### src/rtl/axi_native_bridge_if.sv
// AXI4-subset slave channels plus native memory request/return port.
// The slave modport is the bridge view; master drives the i_* side.
interface axi_native_bridge_if #(
    parameter int AW = 26,
    parameter int DW = 16
);
    logic          i_awvalid;
    logic          o_awready;
    logic [AW-1:0] i_awaddr;
    logic [7:0]    i_awlen;
    logic          i_wvalid;
    logic          o_wready;
    logic          i_wlast;
    logic [DW-1:0] i_wdata;
    logic          o_bvalid;
    logic          i_bready;
    logic          i_arvalid;
    logic          o_arready;
    logic [AW-1:0] i_araddr;
    logic [7:0]    i_arlen;
    logic          o_rvalid;
    logic          i_rready;
    logic          o_rlast;
    logic [DW-1:0] o_rdata;
    logic          o_mem_req;
    logic          i_mem_ack;
    logic          o_mem_we;
    logic [AW-1:0] o_mem_addr;
    logic [DW-1:0] o_mem_wdata;
    logic          i_mem_rvalid;
    logic [DW-1:0] i_mem_rdata;
    logic          o_wlast_err;

    modport slave (
        input  i_awvalid, i_awaddr, i_awlen,
        input  i_wvalid, i_wlast, i_wdata,
        input  i_bready,
        input  i_arvalid, i_araddr, i_arlen,
        input  i_rready,
        input  i_mem_ack, i_mem_rvalid, i_mem_rdata,
        output o_awready, o_wready, o_bvalid,
        output o_arready, o_rvalid, o_rlast, o_rdata,
        output o_mem_req, o_mem_we, o_mem_addr, o_mem_wdata,
        output o_wlast_err
    );

    modport master (
        output i_awvalid, i_awaddr, i_awlen,
        output i_wvalid, i_wlast, i_wdata,
        output i_bready,
        output i_arvalid, i_araddr, i_arlen,
        output i_rready,
        output i_mem_ack, i_mem_rvalid, i_mem_rdata,
        input  o_awready, o_wready, o_bvalid,
        input  o_arready, o_rvalid, o_rlast, o_rdata,
        input  o_mem_req, o_mem_we, o_mem_addr, o_mem_wdata,
        input  o_wlast_err
    );
endinterface

### src/rtl/axi_native_bridge.sv
// Burst-to-single-beat bridge: AXI4-subset slave in, native memory port out.
// Define AXI_NATIVE_BRIDGE_RR_ARB_EN for round-robin AW/AR arbitration.
module axi_native_bridge #(
    parameter int AW          = 26,
    parameter int DW          = 16,
    parameter int D_LEVEL     = 1,
    parameter int RFIFO_DEPTH = 4
) (
    input  logic                 clk,
    input  logic                 rst_n,
    axi_native_bridge_if.slave   bus
);
    localparam int PW = $clog2(RFIFO_DEPTH);
    localparam int CW = PW + 1;
    localparam logic [AW-1:0] STEP = {{(AW-1){1'b0}}, 1'b1} << D_LEVEL;
    localparam logic [CW:0]   DEPTH = (CW+1)'(RFIFO_DEPTH);

    typedef enum logic [1:0] {S_IDLE, S_W, S_B, S_R} state_t;

    state_t        state_q, state_d;
    logic [AW-1:0] addr_q, addr_d;
    logic [7:0]    len_q, len_d;
    logic [8:0]    cnt_q, cnt_d;
    logic [7:0]    rcnt_q, rcnt_d;
    logic          err_q, err_d;
    logic [CW-1:0] out_q, out_d;
    logic [CW-1:0] fcnt_q, fcnt_d;
    logic [PW-1:0] wptr_q, wptr_d;
    logic [PW-1:0] rptr_q, rptr_d;
    logic [DW:0]   mem_q [RFIFO_DEPTH];
    logic [DW:0]   mem_d [RFIFO_DEPTH];

    logic          wgnt, rgnt;
    logic          aw_go, ar_go;
    logic          rvalid, pop, push;
    logic          credit, rd_req, rack;
    logic          wbeat, wl_hit;
    logic [DW:0]   head;

`ifdef AXI_NATIVE_BRIDGE_RR_ARB_EN
    logic last_rd_q, last_rd_d;

    // Round-robin grant: on a tie the type not served last wins
    always_comb begin
        wgnt      = bus.i_awvalid;
        rgnt      = bus.i_arvalid;
        if (bus.i_awvalid && bus.i_arvalid) begin
            wgnt = last_rd_q;
            rgnt = !last_rd_q;
        end
        last_rd_d = last_rd_q;
        if (state_q == S_IDLE && rst_n) begin
            if (wgnt)
                last_rd_d = 1'b0;
            else if (rgnt)
                last_rd_d = 1'b1;
        end
    end

    // Last-served burst type; write counts as served after reset
    always_ff @(posedge clk or negedge rst_n) begin
        if (!rst_n)
            last_rd_q <= 1'b0;
        else
            last_rd_q <= last_rd_d;
    end
`else
    // Fixed grant: write wins a tie
    always_comb begin
        wgnt = bus.i_awvalid;
        rgnt = bus.i_arvalid && !bus.i_awvalid;
    end
`endif

    assign aw_go  = rst_n && wgnt;
    assign ar_go  = rst_n && rgnt;
    assign head   = mem_q[rptr_q];
    assign rvalid = (fcnt_q != '0);
    assign pop    = rvalid && bus.i_rready;
    assign push   = bus.i_mem_rvalid && (out_q != '0);
    assign credit = ({1'b0, fcnt_q} + {1'b0, out_q}) < DEPTH;
    assign rd_req = (state_q == S_R) && (cnt_q <= {1'b0, len_q})
                    && credit;
    assign rack   = rd_req && bus.i_mem_ack;
    assign wbeat  = (state_q == S_W) && bus.i_wvalid && bus.i_mem_ack;
    assign wl_hit = (cnt_q[7:0] == len_q);

    // Burst FSM next state, beat address/counters and port outputs
    always_comb begin
        state_d  = state_q;
        addr_d   = addr_q;
        len_d    = len_q;
        cnt_d    = cnt_q;
        rcnt_d   = rcnt_q;
        err_d    = err_q;

        bus.o_awready   = 1'b0;
        bus.o_arready   = 1'b0;
        bus.o_wready    = 1'b0;
        bus.o_bvalid    = 1'b0;
        bus.o_mem_req   = 1'b0;
        bus.o_mem_we    = 1'b0;
        bus.o_mem_addr  = '0;
        bus.o_mem_wdata = '0;
        bus.o_wlast_err = err_q;
        bus.o_rvalid    = rvalid;
        bus.o_rlast     = rvalid && head[DW];
        bus.o_rdata     = rvalid ? head[DW-1:0] : '0;

        unique case (state_q)
            S_IDLE: begin
                bus.o_awready = aw_go;
                bus.o_arready = ar_go;
                if (aw_go) begin
                    addr_d  = bus.i_awaddr;
                    len_d   = bus.i_awlen;
                    cnt_d   = '0;
                    state_d = S_W;
                end else if (ar_go) begin
                    addr_d  = bus.i_araddr;
                    len_d   = bus.i_arlen;
                    cnt_d   = '0;
                    rcnt_d  = '0;
                    state_d = S_R;
                end
            end
            S_W: begin
                bus.o_mem_req   = bus.i_wvalid;
                bus.o_mem_we    = 1'b1;
                bus.o_mem_wdata = bus.i_wdata;
                bus.o_mem_addr  = addr_q;
                bus.o_wready    = bus.i_mem_ack;
                if (wbeat) begin
                    addr_d = addr_q + STEP;
                    cnt_d  = cnt_q + 9'd1;
                    if (wl_hit != bus.i_wlast)
                        err_d = 1'b1;
                    if (wl_hit)
                        state_d = S_B;
                end
            end
            S_B: begin
                bus.o_bvalid = 1'b1;
                if (bus.i_bready)
                    state_d = S_IDLE;
            end
            S_R: begin
                bus.o_mem_req  = rd_req;
                bus.o_mem_addr = addr_q;
                if (rack) begin
                    addr_d = addr_q + STEP;
                    cnt_d  = cnt_q + 9'd1;
                end
                if (push)
                    rcnt_d = rcnt_q + 8'd1;
                if (pop && head[DW])
                    state_d = S_IDLE;
            end
            default: state_d = S_IDLE;
        endcase
    end

    // Read-return FIFO and outstanding-request credit tracking
    always_comb begin
        mem_d  = mem_q;
        wptr_d = wptr_q;
        rptr_d = rptr_q;
        fcnt_d = fcnt_q;
        out_d  = out_q;
        if (push) begin
            mem_d[wptr_q] = {(rcnt_q == len_q), bus.i_mem_rdata};
            wptr_d        = wptr_q + 1'b1;
        end
        if (pop)
            rptr_d = rptr_q + 1'b1;
        if (push && !pop)
            fcnt_d = fcnt_q + 1'b1;
        else if (pop && !push)
            fcnt_d = fcnt_q - 1'b1;
        if (rack && !push)
            out_d = out_q + 1'b1;
        else if (push && !rack)
            out_d = out_q - 1'b1;
    end

    // State, burst context and FIFO registers
    always_ff @(posedge clk or negedge rst_n) begin
        if (!rst_n) begin
            state_q <= S_IDLE;
            addr_q  <= '0;
            len_q   <= '0;
            cnt_q   <= '0;
            rcnt_q  <= '0;
            err_q   <= 1'b0;
            out_q   <= '0;
            fcnt_q  <= '0;
            wptr_q  <= '0;
            rptr_q  <= '0;
            for (int i = 0; i < RFIFO_DEPTH; i++)
                mem_q[i] <= '0;
        end else begin
            state_q <= state_d;
            addr_q  <= addr_d;
            len_q   <= len_d;
            cnt_q   <= cnt_d;
            rcnt_q  <= rcnt_d;
            err_q   <= err_d;
            out_q   <= out_d;
            fcnt_q  <= fcnt_d;
            wptr_q  <= wptr_d;
            rptr_q  <= rptr_d;
            mem_q   <= mem_d;
        end
    end
endmodule

### src/flat_wrapper.sv
// flat-port wrapper written by rule: the top's interface ports become plain ports
module axi_native_bridge_flat 
#(
    parameter int AW          = 26,
    parameter int DW          = 16,
    parameter int D_LEVEL     = 1,
    parameter int RFIFO_DEPTH = 4
)
  (clk, rst_n, bus_i_awvalid, bus_i_awaddr, bus_i_awlen, bus_i_wvalid, bus_i_wlast, bus_i_wdata, bus_i_bready, bus_i_arvalid, bus_i_araddr, bus_i_arlen, bus_i_rready, bus_i_mem_ack, bus_i_mem_rvalid, bus_i_mem_rdata, bus_o_awready, bus_o_wready, bus_o_bvalid, bus_o_arready, bus_o_rvalid, bus_o_rlast, bus_o_rdata, bus_o_mem_req, bus_o_mem_we, bus_o_mem_addr, bus_o_mem_wdata, bus_o_wlast_err);
  axi_native_bridge_if #(.AW(AW), .DW(DW)) bus_i ();
  input  logic clk;
  input  logic rst_n;
  input wire logic [$bits(bus_i.i_awvalid)-1:0] bus_i_awvalid;
  input wire logic [$bits(bus_i.i_awaddr)-1:0] bus_i_awaddr;
  input wire logic [$bits(bus_i.i_awlen)-1:0] bus_i_awlen;
  input wire logic [$bits(bus_i.i_wvalid)-1:0] bus_i_wvalid;
  input wire logic [$bits(bus_i.i_wlast)-1:0] bus_i_wlast;
  input wire logic [$bits(bus_i.i_wdata)-1:0] bus_i_wdata;
  input wire logic [$bits(bus_i.i_bready)-1:0] bus_i_bready;
  input wire logic [$bits(bus_i.i_arvalid)-1:0] bus_i_arvalid;
  input wire logic [$bits(bus_i.i_araddr)-1:0] bus_i_araddr;
  input wire logic [$bits(bus_i.i_arlen)-1:0] bus_i_arlen;
  input wire logic [$bits(bus_i.i_rready)-1:0] bus_i_rready;
  input wire logic [$bits(bus_i.i_mem_ack)-1:0] bus_i_mem_ack;
  input wire logic [$bits(bus_i.i_mem_rvalid)-1:0] bus_i_mem_rvalid;
  input wire logic [$bits(bus_i.i_mem_rdata)-1:0] bus_i_mem_rdata;
  output wire logic [$bits(bus_i.o_awready)-1:0] bus_o_awready;
  output wire logic [$bits(bus_i.o_wready)-1:0] bus_o_wready;
  output wire logic [$bits(bus_i.o_bvalid)-1:0] bus_o_bvalid;
  output wire logic [$bits(bus_i.o_arready)-1:0] bus_o_arready;
  output wire logic [$bits(bus_i.o_rvalid)-1:0] bus_o_rvalid;
  output wire logic [$bits(bus_i.o_rlast)-1:0] bus_o_rlast;
  output wire logic [$bits(bus_i.o_rdata)-1:0] bus_o_rdata;
  output wire logic [$bits(bus_i.o_mem_req)-1:0] bus_o_mem_req;
  output wire logic [$bits(bus_i.o_mem_we)-1:0] bus_o_mem_we;
  output wire logic [$bits(bus_i.o_mem_addr)-1:0] bus_o_mem_addr;
  output wire logic [$bits(bus_i.o_mem_wdata)-1:0] bus_o_mem_wdata;
  output wire logic [$bits(bus_i.o_wlast_err)-1:0] bus_o_wlast_err;
  assign bus_i.i_awvalid = bus_i_awvalid;
  assign bus_i.i_awaddr = bus_i_awaddr;
  assign bus_i.i_awlen = bus_i_awlen;
  assign bus_i.i_wvalid = bus_i_wvalid;
  assign bus_i.i_wlast = bus_i_wlast;
  assign bus_i.i_wdata = bus_i_wdata;
  assign bus_i.i_bready = bus_i_bready;
  assign bus_i.i_arvalid = bus_i_arvalid;
  assign bus_i.i_araddr = bus_i_araddr;
  assign bus_i.i_arlen = bus_i_arlen;
  assign bus_i.i_rready = bus_i_rready;
  assign bus_i.i_mem_ack = bus_i_mem_ack;
  assign bus_i.i_mem_rvalid = bus_i_mem_rvalid;
  assign bus_i.i_mem_rdata = bus_i_mem_rdata;
  assign bus_o_awready = bus_i.o_awready;
  assign bus_o_wready = bus_i.o_wready;
  assign bus_o_bvalid = bus_i.o_bvalid;
  assign bus_o_arready = bus_i.o_arready;
  assign bus_o_rvalid = bus_i.o_rvalid;
  assign bus_o_rlast = bus_i.o_rlast;
  assign bus_o_rdata = bus_i.o_rdata;
  assign bus_o_mem_req = bus_i.o_mem_req;
  assign bus_o_mem_we = bus_i.o_mem_we;
  assign bus_o_mem_addr = bus_i.o_mem_addr;
  assign bus_o_mem_wdata = bus_i.o_mem_wdata;
  assign bus_o_wlast_err = bus_i.o_wlast_err;
  axi_native_bridge #(.AW(AW), .DW(DW), .D_LEVEL(D_LEVEL), .RFIFO_DEPTH(RFIFO_DEPTH)) u_core (.clk(clk), .rst_n(rst_n), .bus(bus_i));
endmodule
### config.mk
export PLATFORM = sky130hd
export DESIGN_NAME = axi_native_bridge_flat
export DESIGN_NICKNAME = d
export VERILOG_FILES = /design/src/rtl/axi_native_bridge_if.sv /design/src/rtl/axi_native_bridge.sv /design/src/flat_wrapper.sv
export SDC_FILE = /design/constraint.sdc
export NUM_CORES = 1
export LEC_CHECK = 0
export ABC_CLOCK_PERIOD_IN_PS = 5400
export CAP_MARGIN = 20
export CORE_ASPECT_RATIO = 1.2
export CORE_UTILIZATION = 55
export CTS_BUF_LIST = sky130_fd_sc_hd__clkbuf_4
export DETAILED_ROUTE_END_ITERATION = 10
export HOLD_SLACK_MARGIN = 0.03
export PLACE_DENSITY_LB_ADDON = 0.1
export SYNTH_ARGS = -nofsm -noshare
export SYNTH_HDL_FRONTEND = slang
export SYNTH_SLANG_ARGS = --single-unit
### constraint.sdc
create_clock -name clk -period 5.4 [get_ports clk]
set_clock_uncertainty 0.15 [all_clocks]
set_input_delay 1.08 -clock clk [delete_from_list [all_inputs] [get_ports clk]]
set_output_delay 1.08 -clock clk [all_outputs]
set_load 0.01 [all_outputs]
==> impl_metrics.tcl, run 1 <==
set metrics [dict create \
    setup_viol 0 \
    dp_slack_ps 1399 \
    cts_setup_buffers 0 \
    finalMaxSlewViolations 0 \
    whs_endpoint "u_core.addr_q[0]$_DFFE_PN0P_" \
    slew_headroom_pct 32.32 \
    cts-root-buf "clkbuf_4" \
    fin_ws_ps 1145 \
    yosysSeqAreaShare_pct 43.94 \
    crit_type "reg -> out" \
    fill_cells 991 \
    postRouteWirelength_um 18660 \
    synthToLayoutAreaGrowth_pct 28.48 \
    first_pass_iters 5 \
    async_flop_share_pct 100.0 \
    via_per_inst 5.807 \
    start_kind "flip-flop" \
    reg2regPathDepth 7 \
    synth_area_leaders "dfrtp_1 (44%), mux2_2 (13%), and2_1 (5.2%)" \
    drt_iter0_drc 319 \
    groute.usage.overall_pct 26.95 \
    diodes 0 \
    dieWidth_um 108.7 \
    clk_pin_slew_ps 110 \
    hold_start "u_core.addr_q[0]$_DFFE_PN0P_" \
    p_leak_nw 4.155 \
    reg2reg_slack_ps 2070 \
    cellPowerDensity_mw_per_mm2 520.0 \
    initial_core_util_pct 56.54 \
    cts_buffers 17 \
    ys_types 55 \
    ios 177 \
    synth_top_area_cell "dfrtp_1" \
    gp_congestion 0.8089 \
    synth_area_mm2 0.007517 \
    cp_cell_sequence "ha_1, and3_1, and3_1, a311oi_1, o21ai_0, clkdlybuf4s50_1" \
    end_kind "output port" \
    worstHoldPathCells 2 \
    grt_antenna_before_repair 0 \
    syn_nets 831 \
    total_power_mw 5.022 \
    slowest_stage "a311oi_1" \
    maxCapViolCount 0 \
    grt_pass1_wl_um 29260 \
    die_h_um 130.1 \
    postRouteAntennaNets 0 \
    tns_ps 0 \
    fin_crit_sh_pct 78.80 \
    stdcell_count 1044 \
    synth_edf_count 0 \
    drc 0 \
    path_max_fanout 7 \
    coreArea_mm2 0.01330 \
    grt.overflow.total 0 \
    max_slew.worst_pin.slew_ps 1015 \
    timing.critical_path.mode_cell "and3_1" \
    timing.rr.end "u_core.addr_q[15]$_DFFE_PN0P_" \
    r2r_start "u_core.cnt_q[6]$_DFFE_PN0P_" \
    yosysWarnings 0 \
    hold_violations 0 \
    insertion_delay_ps 540 \
    synthFlopType "dfrtp_1" \
    cts_buffer_depth 2 \
    io_buffers 176 \
    grt_pass1_vias 6057 \
    drt-wirelength-per-cell_um 17.87 \
    num_vias 6062 \
    numPlacedInstances 1012 \
    num_rows 46 \
    clock-sinks 132 \
    synth_seq_cells 132 \
    cts-htree-levels 4 \
    worstPathArrival_ps 3020 \
    vdd_drop_max_uv 448.3 \
    status "finished clean" \
    min_path_type "reg -> reg" \
    cts-resized-gates 0 \
    required_ps 4170 \
    holdWs_ps 342.8 \
    max_stage_delay_ps 530 \
    fmax_mhz 235.0 \
    hpwl_um 13240 \
    period_needed_ps 4255 \
    post_route_cells_drive_above_1_share_pct 17.81 \
    grt_max_degree 74 \
    synthCells 700 \
    design.die.area_mm2 0.01414 \
    nNetsFinal 994 \
    hold_buffers 0 \
    cts_tree "built" \
    synth_area_per_cell_um2 10.74 \
    synth_top_area_share_pct 43.94 \
    rsz0062_at_grt "false" \
]
-- Yosys cell counts (3+ instances only) --
cell / instances
a211oi_1: 4
a21o_1: 7
a21oi_1: 21
a31o_2: 3
a31oi_1: 4
and2_1: 63
and3_1: 20
and4_1: 3
buf_2: 7
clkbuf_1: 25
dfrtp_1: 132
ha_1: 19
inv_1: 19
mux2_2: 88
mux2i_1: 11
mux4_2: 17
nand2_1: 48
nand3_1: 16
nand4_1: 10
nor2_1: 32
nor2b_1: 4
nor3_1: 14
nor4_1: 4
o21ai_0: 40
o22ai_1: 13
o32ai_1: 6
or2_2: 6
or3_1: 4
xnor2_1: 6
xor2_1: 18
-- metal layers --
layer	GRT usage (%)	vias up	part of all wire, %
li1	-	2845	-
met1	31.18	3010	39
met2	48.85	174	53
met3	6.344	33	5.5
met4	8.903	0	1.8
met5	0	-	0
-- registers in the layout, summed over array words and instances, names as in the netlist --
name / count
u_core.wptr_q: 2
u_core.rcnt_q: 8
u_core.cnt_q: 9
u_core.out_q: 3
u_core.len_q: 8
u_core.state_q: 2
u_core.mem_q: 68
u_core.bus.o_wlast_err: 1
u_core.fcnt_q: 3
u_core.addr_q: 26
u_core.rptr_q: 2
-- worst max-delay path, delay by kind of cell (launching register included) --
kind            cells  cell delay, ps
compound gates      2             720
fa+ha+maj           1             360
buf+inv             1             520
flops               1             480
simple gates        2             390
-- cell usage in the layout (no fill, tap or decap), drive strengths merged, types with 7 or more instances in the layout --
cell / instances
mux2i: 11
inv: 22
buf: 7
clkbuf: 18
mux2: 88
nor3: 15
nor2: 32
and2: 63
xor2: 18
a21o: 7
nand3: 16
o21ai: 42
and3: 20
a21oi: 21
mux4: 17
clkdlybuf4s50: 175
nand2: 48
dfrtp: 132
nand4: 10
o22ai: 13
ha: 19
-- where the power goes --
part / switching [mW] / leakage [nW] / internal [mW] / total [mW]
clock network: 0.371 / 0.149 / 0.322 / 0.693
logic: 1.09 / 2.38 / 1.41 / 2.50
registers: 0.396 / 1.63 / 1.44 / 1.83
total: 1.85 / 4.15 / 3.17 / 5.02
-- cells by family after synthesis --
group                      Yosys count  share of synthesized area (%)
AOI/OAI and AO/OA                  118                          10.15
xor gates and xnor gates            24                          2.796
adders and majority gates           21                          3.695
buffers and inverters               58                          3.312
DFF                                132                          43.94
muxes                              116                          19.74
and+or+nand+nor                    231                          16.36
-- metrics by stage --
stage | util [%] | instance area [um^2]
finish | 72.64 | 9658
global placement | 70.43 | 9364
global route | 72.64 | 9658
detailed placement | 70.43 | 9364
floorplan | - | 7517
CTS | 72.64 | 9658
-- worst max path at each step --
stage / depth (start not counted) / endpoint / from / slack [ps]
floorplan: 4 / bus_o_awready / bus_i_awvalid / 1940
global placement: 3 / bus_o_arready / rst_n / 1430
detailed placement: 3 / bus_o_arready / rst_n / 1400
CTS: 6 / bus_o_mem_req / u_core.cnt_q[6]$_DFFE_PN0P_ / 1140
global route: 6 / bus_o_mem_req / u_core.cnt_q[3]$_DFFE_PN0P_ / 970
finish: 6 / bus_o_mem_req / u_core.cnt_q[6]$_DFFE_PN0P_ / 1150
-- area by class of cell --
cell class / count / area (um^2) / area share [%]
clock buffers: 18 / 135.1 / 1.399
clock inverters: 14 / 158.9 / 1.645
inverters: 20 / 75.07 / 0.7773
multi-input cells: 510 / 3968 / 41.08
flip-flops and latches: 132 / 3303 / 34.20
well taps: 168 / 210.2 / 2.176
repair buffers: 182 / 1808 / 18.72
Power figures use the tool's default switching activity.
==> inputs of run 2 (changes only) <==
--- a/config.mk
+++ b/config.mk
@@ -5,10 +5,10 @@
 export SDC_FILE = /design/constraint.sdc
 export NUM_CORES = 1
 export LEC_CHECK = 0
-export ABC_CLOCK_PERIOD_IN_PS = 5400
+export ABC_CLOCK_PERIOD_IN_PS = 4270
 export CAP_MARGIN = 20
 export CORE_ASPECT_RATIO = 1.2
-export CORE_UTILIZATION = 55
+export CORE_UTILIZATION = 52
 export CTS_BUF_LIST = sky130_fd_sc_hd__clkbuf_4
 export DETAILED_ROUTE_END_ITERATION = 10
 export HOLD_SLACK_MARGIN = 0.03
==> constraint.sdc (replaced) <==
create_clock -name clk -period 4.27 [get_ports clk]
set_clock_uncertainty 0.15 [all_clocks]
set_input_delay 0.854 -clock clk [delete_from_list [all_inputs] [get_ports clk]]
set_output_delay 0.854 -clock clk [all_outputs]
set_load 0.01 [all_outputs]
==> impl_metrics.tcl, run 2 (synthesized netlist as in run 1, its figures left out) <==
set metrics [dict create \
    io_buffers 176 \
    top_regs "u_core.mem_q: 68 flops, u_core.addr_q: 26 flops, u_core.cnt_q: 9 flops" \
    worstPathArrival_ps 3010 \
    die_h_um 133.7 \
    p_leak_nw 4.177 \
    stdcell_area_mm2 0.009708 \
    dieWidth_um 111.8 \
    clk_pin_slew_ps 130 \
    coreArea_mm2 0.01394 \
    min_path_type "in -> async" \
    dp_slack_ps 737.2 \
    cts-root-buf "clkbuf_4" \
    holdWs_ps 75.71 \
    vdd_drop_max_uv 428.5 \
    initial_core_util_pct 53.94 \
    grt_max_degree 82 \
    multi_input_area_mm2 0.003974 \
    design.die.area_mm2 0.01494 \
    top_register "u_core.mem_q" \
    cp_top_family "compound AO/OA/AOI/OAI gates" \
    finalMaxSlewViolations 0 \
    reg2reg_slack_ps 1290 \
    drc 12 \
    period_needed_ps 4010 \
    clock-sinks 132 \
    cp_cell_sequence "ha_1, and4_1, a221oi_1, a311oi_2, o21ai_0, clkdlybuf4s50_1" \
    cts_buffers 17 \
    end_kind "output port" \
    grt_busiest_layer "met2" \
    stdcell_count 1053 \
    grt_pass1_vias 6471 \
    status "finished with violations" \
    path_max_fanout 6 \
    nNetsFinal 999 \
    hold_violations 0 \
    setup_viol 0 \
    post_route_cells_drive_above_1_share_pct 18.84 \
    groute.usage.overall_pct 27.72 \
    hold_buffers 0 \
    max_stage_delay_ps 600 \
    cp_num_buf_inv 1 \
    numPlacedInstances 1019 \
    num_vias 6113 \
    r2r_start "u_core.cnt_q[3]$_DFFE_PN0P_" \
    postRouteAntennaNets 0 \
    fin_ws_ps 259.6 \
    postRouteWirelength_um 19560 \
    slew_headroom_pct 36.11 \
    timing.rr.end "u_core.out_q[2]$_DFFE_PN0P_" \
    cts_setup_buffers 0 \
    via_per_inst 5.805 \
    cellPowerDensity_mw_per_mm2 656.0 \
    cts_buffer_depth 2 \
    start_kind "flip-flop" \
    num_rows 47 \
    maxCapViolCount 0 \
    total_power_mw 6.369 \
    fin_crit_sh_pct 93.92 \
    largest_reg_flops 68 \
    mostFrequentLayoutCells "clkdlybuf4s50_1 (175), dfrtp_1 (132), mux2_2 (88)" \
    placed_area_mm2 0.009398 \
    drt-wirelength-per-cell_um 18.58 \
    grt_use_met3_pct 6.051 \
    fill_cells 1109 \
    ios 177 \
    insertion_delay_ps 550 \
    regArea_mm2 0.003303 \
    grt.overflow.total 0 \
    synthToLayoutAreaGrowth_pct 29.14 \
    use_met2_pct 48.90 \
    cts-resized-gates 0 \
    violations "DRC" \
    final_util_pct 69.66 \
    hpwl_um 14090 \
    cts_tree "built" \
    fmax_mhz 249.3 \
    tns_ps 0 \
    drt_iter0_drc 335 \
    rsz0062_at_grt "false" \
    cts-htree-levels 4 \
    slowest_stage "clkdlybuf4s50_1" \
    first_pass_iters 8 \
    final_common_cell "clkdlybuf4s50_1" \
    max_slew.worst_pin.slew_ps 958.4 \
    gp_congestion 0.8709 \
    met1_usage_pct 33.22 \
    reg2regPathDepth 11 \
    required_ps 3270 \
    grt_antenna_before_repair 1 \
    grt_pass1_wl_um 32350 \
    crit_type "reg -> out" \
]
==> run 2: cell count changes in the layout (fill, tap and decap cells not counted), sizes merged <==
cell / delta
buf: +5
inv: +5
clkinv: -4
bufinv: -2
clkinvlp: +1
diode: +1
==> run 2: worst reg2reg max path, cell delays in order (launching register included) <==
cell	delay (ps)
dfrtp_1	460
ha_1	330
and4_1	220
a221oi_1	310
a311oi_2	220
nor2_1	150
ha_1	190
inv_1	60
fa_1	370
xor2_1	170
nor2_1	120
xor2_1	160
==> run 2: worst max path at each step <==
stage / cells after the start / slack, ps / to / start
finish: 6 / 260 / bus_o_mem_req / u_core.cnt_q[3]$_DFFE_PN0P_
floorplan: 4 / 1260 / bus_o_awready / bus_i_awvalid
CTS: 6 / 120 / bus_o_mem_req / u_core.cnt_q[3]$_DFFE_PN0P_
global placement: 6 / 830 / bus_o_mem_req / u_core.cnt_q[6]$_DFFE_PN0P_
detailed placement: 6 / 740 / bus_o_mem_req / u_core.cnt_q[6]$_DFFE_PN0P_
global route: 6 / 130 / bus_o_mem_req / u_core.cnt_q[3]$_DFFE_PN0P_
==> run 2: final cells by class <==
cell class / count / area share, %
clock buffer: 18 / 1.392
sequential: 132 / 34.03
inverter: 20 / 0.7733
timing repair buffer: 187 / 19.22
multi-input combinational: 510 / 40.93
tap: 171 / 2.204
clock inverter: 14 / 1.431
antenna: 1 / 0.02578
==> run 2: report_power, final <==
part / internal, mW / switching [mW] / leakage, nW
sequential: 1.81 / 0.507 / 1.63
clock: 0.308 / 0.511 / 0.137
combinational: 1.81 / 1.42 / 2.41
==> run 2: metal layers <==
metal / routed length [um] / share of wire [%]
met5: 0 / 0
met4: 375 / 1.9
met3: 1131 / 5.8
met2: 10070 / 51
met1: 7989 / 41
==> inputs of run 3 (changes only) <==
--- a/config.mk
+++ b/config.mk
@@ -7,10 +7,13 @@
 export LEC_CHECK = 0
 export ABC_CLOCK_PERIOD_IN_PS = 4270
 export CAP_MARGIN = 20
+export CELL_PAD_IN_SITES_DETAIL_PLACEMENT = 0
+export CELL_PAD_IN_SITES_GLOBAL_PLACEMENT = 2
 export CORE_ASPECT_RATIO = 1.2
-export CORE_UTILIZATION = 52
+export CORE_UTILIZATION = 33
 export CTS_BUF_LIST = sky130_fd_sc_hd__clkbuf_4
 export DETAILED_ROUTE_END_ITERATION = 10
+export GPL_ROUTABILITY_DRIVEN = 1
 export HOLD_SLACK_MARGIN = 0.03
 export PLACE_DENSITY_LB_ADDON = 0.1
 export SYNTH_ARGS = -nofsm -noshare
==> impl_metrics.tcl, run 3 (synthesized netlist as in run 1, its figures left out) <==
set metrics [dict create \
    max_slew.worst_pin.slew_ps 986.4 \
    num_vias 6021 \
    grt_pass1_wl_um 33920 \
    p_leak_nw 4.204 \
    hpwl_um 14710 \
    cts_buffers 17 \
    start_kind "flip-flop" \
    clock-sinks 132 \
    insertion_delay_ps 540 \
    synthToLayoutAreaGrowth_pct 31.47 \
    cts_setup_buffers 0 \
    nNetsFinal 1003 \
    status "finished clean" \
    postRouteWirelength_um 20560 \
    coreArea_mm2 0.02237 \
    mostFrequentLayoutCells "clkdlybuf4s50_1 (175), dfrtp_1 (132), mux2_2 (88)" \
    slew_headroom_pct 34.08 \
    grt_max_degree 62 \
    fin_ws_ps 382.3 \
    drt_iter0_drc 221 \
    design.die.area_mm2 0.02339 \
    drt-wirelength-per-cell_um 17.65 \
    cp_cell_sequence "ha_1, and4_1, a221oi_1, a311oi_2, o21ai_0, clkdlybuf4s50_1" \
    dp_slack_ps 823.1 \
    crit_type "reg -> out" \
    clk_pin_slew_ps 120 \
    num_rows 60 \
    period_needed_ps 3888 \
    largest_reg_flops 68 \
    io_buffers 176 \
    grt.overflow.total 0 \
    first_pass_iters 5 \
    switching_share_pct 37.95 \
    hold_violations 0 \
    cts-htree-levels 4 \
    power_frac_comb_pct 50.3 \
    die_h_um 167.3 \
    gp_congestion 0.7563 \
    top_regs "u_core.mem_q: 68 flops, u_core.addr_q: 26 flops, u_core.cnt_q: 9 flops" \
    grt_antenna_before_repair 1 \
    final_common_cell "clkdlybuf4s50_1" \
    worstPathArrival_ps 2880 \
    rsz0062_at_grt "false" \
    cts-root-buf "clkbuf_4" \
    fin_crit_sh_pct 91.05 \
    required_ps 3270 \
    top_register "u_core.mem_q" \
    max_stage_delay_ps 580 \
    path_max_fanout 6 \
    p_int_mw 3.999 \
    min_path_type "reg -> reg" \
    power_switching_mw 2.446 \
    setup_viol 0 \
    cellPowerDensity_mw_per_mm2 652.1 \
    finalMaxSlewViolations 0 \
    fmax_mhz 257.2 \
    groute.usage.overall_pct 18.50 \
    grt_pass1_vias 6577 \
    sequentialPowerShare_pct 35.7 \
    cts_buffer_depth 2 \
    post_route_cells_drive_above_1_share_pct 19.10 \
    maxCapViolCount 0 \
    ios 177 \
    cts_tree "built" \
    slowest_stage "clkdlybuf4s50_1" \
    dieWidth_um 139.8 \
    tns_ps 0 \
    vdd_drop_max_uv 346.2 \
    postRouteAntennaNets 0 \
    p_clk_share_pct 14.0 \
    end_kind "output port" \
    drc 0 \
    initial_core_util_pct 33.60 \
    via_per_inst 5.168 \
]
## run 3: changes by cell type in the layout (fill, tap and decap cells not counted), sizes merged
| cell | delta |
|---|---|
| buf | +3 |
| dlygate4sd3 | +1 |
| bufinv | +1 |
| clkinvlp | -1 |
## run 3: area by class of cell
type,instances,area [um^2]
repair buffers,191,1878
multi-input cells,510,3974
clock inverters,14,166.4
well taps,279,349.1
flip-flops and latches,132,3303
diodes,1,2.502
inverters,20,75.07
fillers,2151,12490
clock buffers,18,135.1
## run 3: metrics by stage
stage               instance area (um^2)  hold slack [ps]  std cells  power, mW  util [%]
finish                              9883            346.7       1165      6.445     44.18
global route                        9883            370.5       1165      6.970     44.18
CTS                                 9874            349.1       1164      6.541     44.14
detailed placement                  9563            320.6       1131      5.603     42.75
global placement                    9563            306.5       1131      5.504     42.75
floorplan                           7517            292.4        700      4.273         -
## run 3: worst max-delay path: cells and delay by family, from the launching register on
family	cells	cell delay [ps]
flip-flops	1	460
buffers and inverters	1	580
AND/OR/NAND/NOR	1	230
AO/OA/AOI/OAI	3	760
adder cells (fa/ha/maj)	1	330
## run 3: path summary, 6_finish.rpt
kind,from,endpoint,slack [ps],cells past startpoint
setup / recovery,u_core.cnt_q[3]$_DFFE_PN0P_,bus_o_mem_req,380,6
hold reg to reg,u_core.addr_q[0]$_DFFE_PN0P_,u_core.addr_q[0]$_DFFE_PN0P_,350,2
setup reg to reg,u_core.cnt_q[3]$_DFFE_PN0P_,u_core.out_q[2]$_DFFE_PN0P_,1320,11
min in group asynchronous,rst_n,u_core.cnt_q[1]$_DFFE_PN0P_,570,2
max in group asynchronous,rst_n,u_core.rptr_q[0]$_DFFE_PN0P_,2370,3
hold / removal,u_core.addr_q[0]$_DFFE_PN0P_,u_core.addr_q[0]$_DFFE_PN0P_,350,2
## run 3: power by group through the flow
stage | Sequential (mW) | Combinational (mW) | Clock (mW)
after floorplan | 2.14 | 2.14 | 0
after global placement | 2.28 | 3.23 | 0
after detailed placement | 2.33 | 3.27 | 0
after CTS | 2.30 | 3.30 | 0.941
after global routing | 2.39 | 3.59 | 0.991
final | 2.30 | 3.24 | 0.905
## run 3: routing by layer
metal  track usage, %  vias up  share of wire [%]
li1                 -     2877                  -
met1            22.58     2966                 44
met2            31.89      152                 49
met3            4.375       26                5.1
met4            6.211        0                1.8
met5                0        -                  0
## run 3: timing repair
| action | 4_1_cts | 5_1_grt |
|---|---|---|
| endpoints found under the setup margin | 0 | 1 |
| hold buffers | 1 | 0 |
| gates resized for setup | 0 | 1 |
| hold endpoints to repair | 17 | 0 |
